$ cat src/rtl/store_rmw_unit.sv
// Store path into a word-wide data memory without byte enables: byte and half stores use
// read-modify-write, word stores write directly, misaligned or illegal sizes are rejected.
module store_rmw_unit #(
  parameter int unsigned ADDR_W = 32
) (
  input  logic              Clk,
  input  logic              Rst,
  input  logic              req_valid,
  output logic              req_ready,
  input  logic [ADDR_W-1:0] req_addr,
  input  logic [31:0]       req_data,
  input  logic [1:0]        req_size,
  output logic [ADDR_W-1:0] mem_addr,
  output logic              mem_rd_en,
  input  logic [31:0]       mem_rd_data,
  output logic              mem_wr_en,
  output logic [31:0]       mem_wr_data,
  output logic              done,
  output logic              misaligned
);

  typedef enum logic [2:0] {StIdle, StRead, StMerge, StWrite, StErr} state_e;

  localparam logic [1:0] SizeByte = 2'b00;
  localparam logic [1:0] SizeHalf = 2'b01;
  localparam logic [1:0] SizeWord = 2'b10;

  state_e            state_q, state_d;
  logic [ADDR_W-1:0] addr_q, addr_d;
  logic [15:0]       data_q, data_d;
  logic [1:0]        size_q, size_d;
  logic [31:0]       wdata_q, wdata_d;

  logic        accept;
  logic        req_misaligned;
  logic [31:0] merged;

  assign accept = req_valid && (state_q == StIdle);

  always_comb begin
    req_misaligned = 1'b0;
    case (req_size)
      SizeByte: req_misaligned = 1'b0;
      SizeHalf: req_misaligned = req_addr[0];
      SizeWord: req_misaligned = (req_addr[1:0] != 2'b00);
      default:  req_misaligned = 1'b1;
    endcase
  end

  // Only the addressed lane(s) are replaced; the rest of the read word passes through.
  always_comb begin
    merged = mem_rd_data;
    case (size_q)
      SizeByte: merged[{addr_q[1:0], 3'b000} +: 8] = data_q[7:0];
      SizeHalf: merged[{addr_q[1], 4'b0000} +: 16] = data_q;
      default:  merged = mem_rd_data;
    endcase
  end

  always_comb begin
    state_d = state_q;
    addr_d  = addr_q;
    data_d  = data_q;
    size_d  = size_q;
    wdata_d = wdata_q;
    unique case (state_q)
      StIdle: begin
        if (accept) begin
          addr_d = req_addr;
          data_d = req_data[15:0];
          size_d = req_size;
          if (req_misaligned) begin
            state_d = StErr;
          end else if (req_size == SizeWord) begin
            wdata_d = req_data;
            state_d = StWrite;
          end else begin
            state_d = StRead;
          end
        end
      end
      StRead:  state_d = StMerge;
      StMerge: begin
        wdata_d = merged;
        state_d = StWrite;
      end
      StWrite: state_d = StIdle;
      StErr:   state_d = StIdle;
      default: state_d = StIdle;
    endcase
  end

  always_ff @(posedge Clk or posedge Rst) begin
    if (Rst) begin
      state_q <= StIdle;
      addr_q  <= '0;
      data_q  <= '0;
      size_q  <= '0;
      wdata_q <= '0;
    end else begin
      state_q <= state_d;
      addr_q  <= addr_d;
      data_q  <= data_d;
      size_q  <= size_d;
      wdata_q <= wdata_d;
    end
  end

  // Strobes decode straight from the state register so an async reset drops them at once.
  assign req_ready   = (state_q == StIdle);
  assign mem_rd_en   = (state_q == StRead);
  assign mem_wr_en   = (state_q == StWrite);
  assign done        = (state_q == StWrite);
  assign misaligned  = (state_q == StErr);
  assign mem_addr    = {addr_q[ADDR_W-1:2], 2'b00};
  assign mem_wr_data = wdata_q;

endmodule

$ cat config.mk
export PLATFORM = sky130hd
export DESIGN_NAME = store_rmw_unit
export DESIGN_NICKNAME = d
export VERILOG_FILES = /design/src/rtl/store_rmw_unit.sv
export SDC_FILE = /design/constraint.sdc
export NUM_CORES = 1
export LEC_CHECK = 0
export CAP_MARGIN = 20
export CORE_AREA = 5 5 112 114
export CTS_BUF_LIST = sky130_fd_sc_hd__clkbuf_16
export CTS_CLUSTER_DIAMETER = 100
export CTS_CLUSTER_SIZE = 14
export DETAILED_ROUTE_END_ITERATION = 16
export DIE_AREA = 0 0 117 119
export MAX_ROUTING_LAYER = met4
export PLACE_DENSITY_LB_ADDON = 0.1
export SYNTH_ARGS = -nofsm -noshare
export SYNTH_HDL_FRONTEND = slang
export SYNTH_SLANG_ARGS = --single-unit
$ cat constraint.sdc
create_clock -name Clk -period 2.7 [get_ports Clk]
set_input_delay 0.54 -clock Clk [delete_from_list [all_inputs] [get_ports Clk]]
set_output_delay 0.54 -clock Clk [all_outputs]
set_load 0.02 [all_outputs]
==> results of run 1 <==
logic make-up after synthesis:
| logic type | after synthesis |
|---|---|
| compound gates | 132 |
| buf+inv | 70 |
| other cells | 1 |
| flops | 85 |
| fa+ha+maj | 5 |
| simple gates | 225 |
| mux | 2 |
per-layer routing:
metal  routed length [µm]  share of wire, %  vias to the layer above  GRT usage (%)
met1                 6070                44                     1963           27.1
met5                    0                 0                        -              -
li1                     -                 -                     2013              -
met4                  120              0.87                        0           5.23
met3                 1200               8.7                        9           5.93
met2                 6450                47                      161           32.0
area by class of cell:
| type | instances | area, µm² |
|---|---|---|
| Fill cell | 1075 | 4890 |
| Sequential cell | 85 | 2130 |
| Multi-Input combinational cell | 366 | 1960 |
| Timing Repair Buffer | 181 | 1800 |
| Clock buffer | 9 | 225 |
| Tap cell | 143 | 179 |
| Clock inverter | 7 | 114 |
| Inverter | 6 | 26.3 |
registers in the layout (all words and copies together), names as in the netlist:
signal       cells
state_q          3
mem_wr_data     32
size_q           2
addr_q          32
data_q          16
layout by cell type (no fill, tap or decap), types with 8 or more instances in the layout:
cell             Yosys  final
a221oi_1            24     24
o21ai_0             12     12
nand3_1              9      9
dfrtp_1             85     85
nand2_1            176    176
buf_4               33     12
a21o_1              15     15
a221o_1              8      8
a21oi_1             25     24
clkbuf_16            0      9
o21ai_1             38     38
clkdlybuf4s50_1      0    167
power breakdown:
| part | leakage, nW | internal [mW] | switching [mW] |
|---|---|---|---|
| clock | 0.169 | 0.901 | 0.515 |
| combinational | 1.63 | 1.76 | 2.19 |
| sequential | 1.04 | 1.90 | 0.496 |
worst register-to-register path, delay by kind of cell, from the launching register on:
| family | cells | cell delay, ps |
|---|---|---|
| fa+ha+maj | 1 | 270 |
| buf+inv | 1 | 200 |
| flops | 1 | 520 |
| simple gates | 2 | 1030 |
| compound gates | 2 | 370 |
stage by stage:
step | area (µm²) | hold WS, ps | instances
floorplan | 4480 | 447 | 521
global placement | 6080 | 456 | 780
detailed placement | 6090 | 461 | 781
CTS | 6430 | 477 | 797
global route | 6430 | 501 | 797
finish | 6430 | 471 | 797
worst paths after layout:
check                                  startpoint                           to  slack (ps)  depth (start not counted)
max                         addr_q[1]$_DFFE_PP0P_   mem_wr_data[9]$_DFFE_PP0P_         250                          6
min                        addr_q[13]$_DFFE_PP0P_       addr_q[13]$_DFFE_PP0P_         470                          2
max reg2reg                 addr_q[1]$_DFFE_PP0P_   mem_wr_data[9]$_DFFE_PP0P_         250                          6
min reg2reg                addr_q[13]$_DFFE_PP0P_       addr_q[13]$_DFFE_PP0P_         470                          2
max in group asynchronous                     Rst   mem_wr_data[0]$_DFFE_PP0P_        1630                          3
min in group asynchronous                     Rst  mem_wr_data[26]$_DFFE_PP0P_         650                          3
==> summary.txt, run 1 <==
Place
  – Routability cong.: 0.867
  – Port bufs: 167
  – DP HPWL: 9930 µm
  – Setup Slack @ Placement: 131 ps

STA
  – Fin Clk Skew: 6.70 ps
  – Min Tclk post-route: 2450 ps
  – Final period util: 90.8%
  – Fin. max-slew vios: 0
  – Worst-margin pin slew: 661 ps
  – Fmax: 408 MHz
  – Post-route setup slack: 249 ps
  – Max-slew headroom: 55.9%
  – Unrepaired setup endpoints after global routing: no
  – Endpoints failing hold: 0
  – Final setup viols: 0
  – Setup TNS: 0 ps

Cells and area
  – Inserted Diodes: 0
  – Ratio of cells with drive above 1 in the final layout: 7.03%
  – Final Core Density: 56.8%
  – Area growth from synthesis to layout: 43.7%
  – # nets final: 755

Detailed routing
  – DR WL/cell: 17.4 µm
  – Vias after detailed routing: 4,146
  – Drt first pass iters: 4
  – DRC: 0
  – Routed Antenna Nets: 0
  – Via-to-Cell Ratio: 5.20
  – Initial DRC Count: 272
  – Total wire length after detailed routing: 13,800 µm

Run status
  – Status: finished, final reports clean

Critical path
  – Bufs and invs on worst path: 1
  – Crit start category: register
  – Worst EP required: 2960 ps
  – Crit path arrival time: 2710 ps
  – CP Cell Sequence: inv_1 > ha_1 > or4_1 > nor2_1 > a221oi_1 > o21ai_1
  – Worst path slowest cell: or4_1
  – CP peak stage delay: 550 ps
  – Worst path top cell family by delay: simple AND/OR/NAND/NOR gates
  – Crit path max fanout: 10
  – WS Path Type: register to register
  – Crit. End Element: register

Logic synthesis
  – Synth Area in Simple Gates: 22.3%
  – Synth unique cells: 43
  – Count leader, synth: nand2_1
  – Post-synth EDFFs: 0
  – Sequential fraction of the synthesis area: 47.5%
  – Asr flop ratio synth: 100%
  – Most used DFF post-synth: dfrtp_1
  – Largest cells by area after synthesis: dfrtp_1 (48%), nand2_1 (15%), buf_4 (5.5%)
  – Post-synth top area cell: dfrtp_1
  – Complex-gate fraction of the synthesized area: 19.3%
  – FF+latch count, synth: 85
  – Post-synthesis xor/xnor area fraction: 0%
  – Post-synthesis adder-cell area fraction: 1.40%
  – Synth Instances: 520
  – Syn Std Cell Area: 4480 µm²
  – Main combinational cell family by area after synthesis: simple AND/OR/NAND/NOR gates
  – Multiplexer area fraction after synthesis: 0.447%
  – Yosys warnings: 0
  – Post-synth top cells: nand2_1 (176), dfrtp_1 (85), o21ai_1 (38)
  – Mean area per synthesized cell: 8.61 µm²
  – Top cell type's share of synthesized area: 47.5%

Die
  – Row count: 39
  – Die height: 119 µm
  – Die Span X: 117 µm
  – I/O pin count: 170
  – Die area: 13,900 µm²
  – Starting Density: 39.5%
  – Core ar.: 11,300 µm²

Clock network
  – Clock Sinks: 85
  – CTS tree: yes
  – Worst skew pair latency: 340 ps
  – # Post-CTS Setup Buffers: 0
  – Hold_buf cts: 0
  – Max Buffers Root-to-Sink: 2
  – Post-CTS Resized: 0
  – Clock root cell: clkbuf_16
  – Clk slew on worst S/H paths: 70 ps
  – CTS Buf Count: 9
  – H-tree Lvls: 3

Power and ir drop
  – LEAKAGE: 2.84 nW
  – Total Power: 7.76 mW
  – Power Density: 1210 nW/µm²
  – Peak supply drop: 0.598 mV

Global route
  – GRT Total Usage: 20.8%
  – Vias in the first global route: 4,349
  – Overflow after GRT: 0
  – First-pass GRT wire length: 22,200 µm
  – Largest net degree at the start of global routing: 86
  – Antenna violations before repair: 0

Hold path
  – HP Class: register to register

Run
  – Max Cap Viol: 0
(Power assumes the default switching activity.)
==> inputs of run 2 (changes only) <==
SLEW_MARGIN = 20   (was default)
==> run 2 against run 1 <==
  * Non-clock buffer count is 1 lower
  * Critical path depth is 3 lower
  * Global-route usage is 0.15 points lower
  * First-iteration DRC count is 9.2% lower
  * Die area stayed put
  * Power is 2.7% lower
  * Largest power group unchanged
  * Via count hardly changed
  * Sequential power hardly changed
  * Sequential cell count stayed put
  * Register-to-register slack better by 40 ps
  * Worst setup slack better by 20 ps
  * Final cell count is 0.13% lower
==> summary.txt, run 2 (synthesized netlist as in run 1, its figures left out) <==
Run status
  – Status: finished, final reports clean

Cells and area
  – # nets final: 754
  – FF/Latch Area: 2130 µm²
  – Most frequent cells in the layout: nand2_1 (176), clkdlybuf4s50_1 (167), dfrtp_1 (85)
  – Area growth from synthesis to layout: 42.4%
  – Area taken by multi-input logic gates: 1970 µm²
  – Ratio of cells with drive above 1 in the final layout: 6.89%
  – Commonest non-fill, non-tap cell in the layout: nand2_1
  – Fill cells: 1,057
  – Inserted Diodes: 0
  – Final Core Density: 56.3%

Die
  – Die height: 119 µm
  – Starting Density: 39.5%
  – I/O pin count: 170
  – Die area: 13,900 µm²
  – Die Span X: 117 µm
  – Row count: 39
  – Core ar.: 11,300 µm²

Detailed routing
  – Vias after detailed routing: 4,144
  – Routed Antenna Nets: 0
  – Initial DRC Count: 247
  – Total wire length after detailed routing: 13,700 µm
  – DRC: 0
  – DR WL/cell: 17.3 µm
  – Drt first pass iters: 5
  – Via-to-Cell Ratio: 5.21

Global route
  – Largest net degree at the start of global routing: 86
  – Antenna violations before repair: 0
  – Vias in the first global route: 4,317
  – GRT Total Usage: 20.6%
  – First-pass GRT wire length: 22,100 µm
  – Overflow after GRT: 0

Hold path
  – HP Class: register to register

STA
  – Max-slew headroom: 51.3%
  – Endpoints failing hold: 0
  – Setup TNS: 0 ps
  – Worst-margin pin slew: 728 ps
  – Fin. max-slew vios: 0
  – Min Tclk post-route: 2430 ps
  – Fin Clk Skew: 5.26 ps
  – Final period util: 90.0%
  – Fmax: 411 MHz
  – Final setup viols: 0
  – Unrepaired setup endpoints after global routing: no
  – Post-route setup slack: 269 ps

Run
  – Max Cap Viol: 0

Place
  – DP HPWL: 9800 µm
  – Routability cong.: 0.867
  – Port bufs: 167
  – Setup Slack @ Placement: 131 ps

Critical path
  – Crit start category: register
  – Crit path arrival time: 1890 ps
  – WS Path Type: register to primary output
  – Crit. End Element: primary output
  – Worst EP required: 2160 ps
  – Crit path max fanout: 7
  – CP peak stage delay: 660 ps
  – CP Cell Sequence: nand2b_1 > nor2_1 > clkdlybuf4s50_1
  – Worst path slowest cell: clkdlybuf4s50_1

Clock network
  – Max Buffers Root-to-Sink: 2
  – CTS tree: yes
  – # Post-CTS Setup Buffers: 0
  – Worst skew pair latency: 340 ps
  – Hold_buf cts: 0
  – Clock Sinks: 85
  – Clk slew on worst S/H paths: 60 ps
  – CTS Buf Count: 9
  – Post-CTS Resized: 0
  – Clock root cell: clkbuf_16
  – H-tree Lvls: 3

Power and ir drop
  – Peak supply drop: 0.540 mV
  – LEAKAGE: 2.81 nW
  – Power Density: 1180 nW/µm²
## run 2: cell types whose count changed in the layout (fill, tap and decap cells not counted), sizes merged
cell and delta:
bufinv -2, buf -1, clkinv +1, clkinvlp +1
## run 2: cell type report
cell class                      instances  share of cell area, %
Tap cell                              143                   2.81
Sequential cell                        85                   33.4
Clock inverter                          7                   1.04
Clock buffer                            9                   3.53
Multi-Input combinational cell        366                   30.9
Inverter                                6                  0.412
Timing Repair Buffer                  180                   27.9
## run 2: routing by layer
| layer | part of all wire, % | vias up | global-route usage [%] |
|---|---|---|---|
| met3 | 8.2 | 12 | 4.87 |
| li1 | - | 2010 | - |
| met1 | 45 | 1981 | 27.3 |
| met4 | 1.3 | 0 | 5.81 |
| met2 | 46 | 141 | 31.7 |
| met5 | 0 | - | - |
## run 2: worst max-delay path, delay by kind of cell, from the launching register on
kind | cells | cell delay (ps)
and+or+nand+nor | 2 | 440
DFF | 1 | 460
buffers and inverters | 1 | 660
## run 2: stage by stage
step                hold WS, ps  power [mW]  std cells  cell area, µm²
finish                      471        7.55        796            6370
global route                501        8.11        796            6370
CTS                         477        7.62        796            6370
detailed placement          461        6.37        780            6080
global placement            456        6.28        780            6080
floorplan                   447        4.95        521            4480
## run 2: final timing paths
check / startpoint / to / slack [ps] / depth (start not counted)
setup / recovery: state_q[2]$_DFFE_PP0P_ / done / 270 / 3
hold / removal: addr_q[13]$_DFFE_PP0P_ / addr_q[13]$_DFFE_PP0P_ / 470 / 2
setup reg to reg: addr_q[1]$_DFFE_PP0P_ / mem_wr_data[9]$_DFFE_PP0P_ / 290 / 6
hold reg to reg: addr_q[13]$_DFFE_PP0P_ / addr_q[13]$_DFFE_PP0P_ / 470 / 2
max in group asynchronous: Rst / mem_wr_data[30]$_DFFE_PP0P_ / 1650 / 3
min in group asynchronous: Rst / mem_wr_data[26]$_DFFE_PP0P_ / 670 / 3
## run 2: where the power goes
| part | total [mW] | leakage [nW] | internal [mW] | switching [mW] |
|---|---|---|---|---|
| sequential | 2.39 | 1.04 | 1.90 | 0.487 |
| clock | 1.23 | 0.145 | 0.712 | 0.514 |
| combinational | 3.94 | 1.62 | 1.75 | 2.19 |
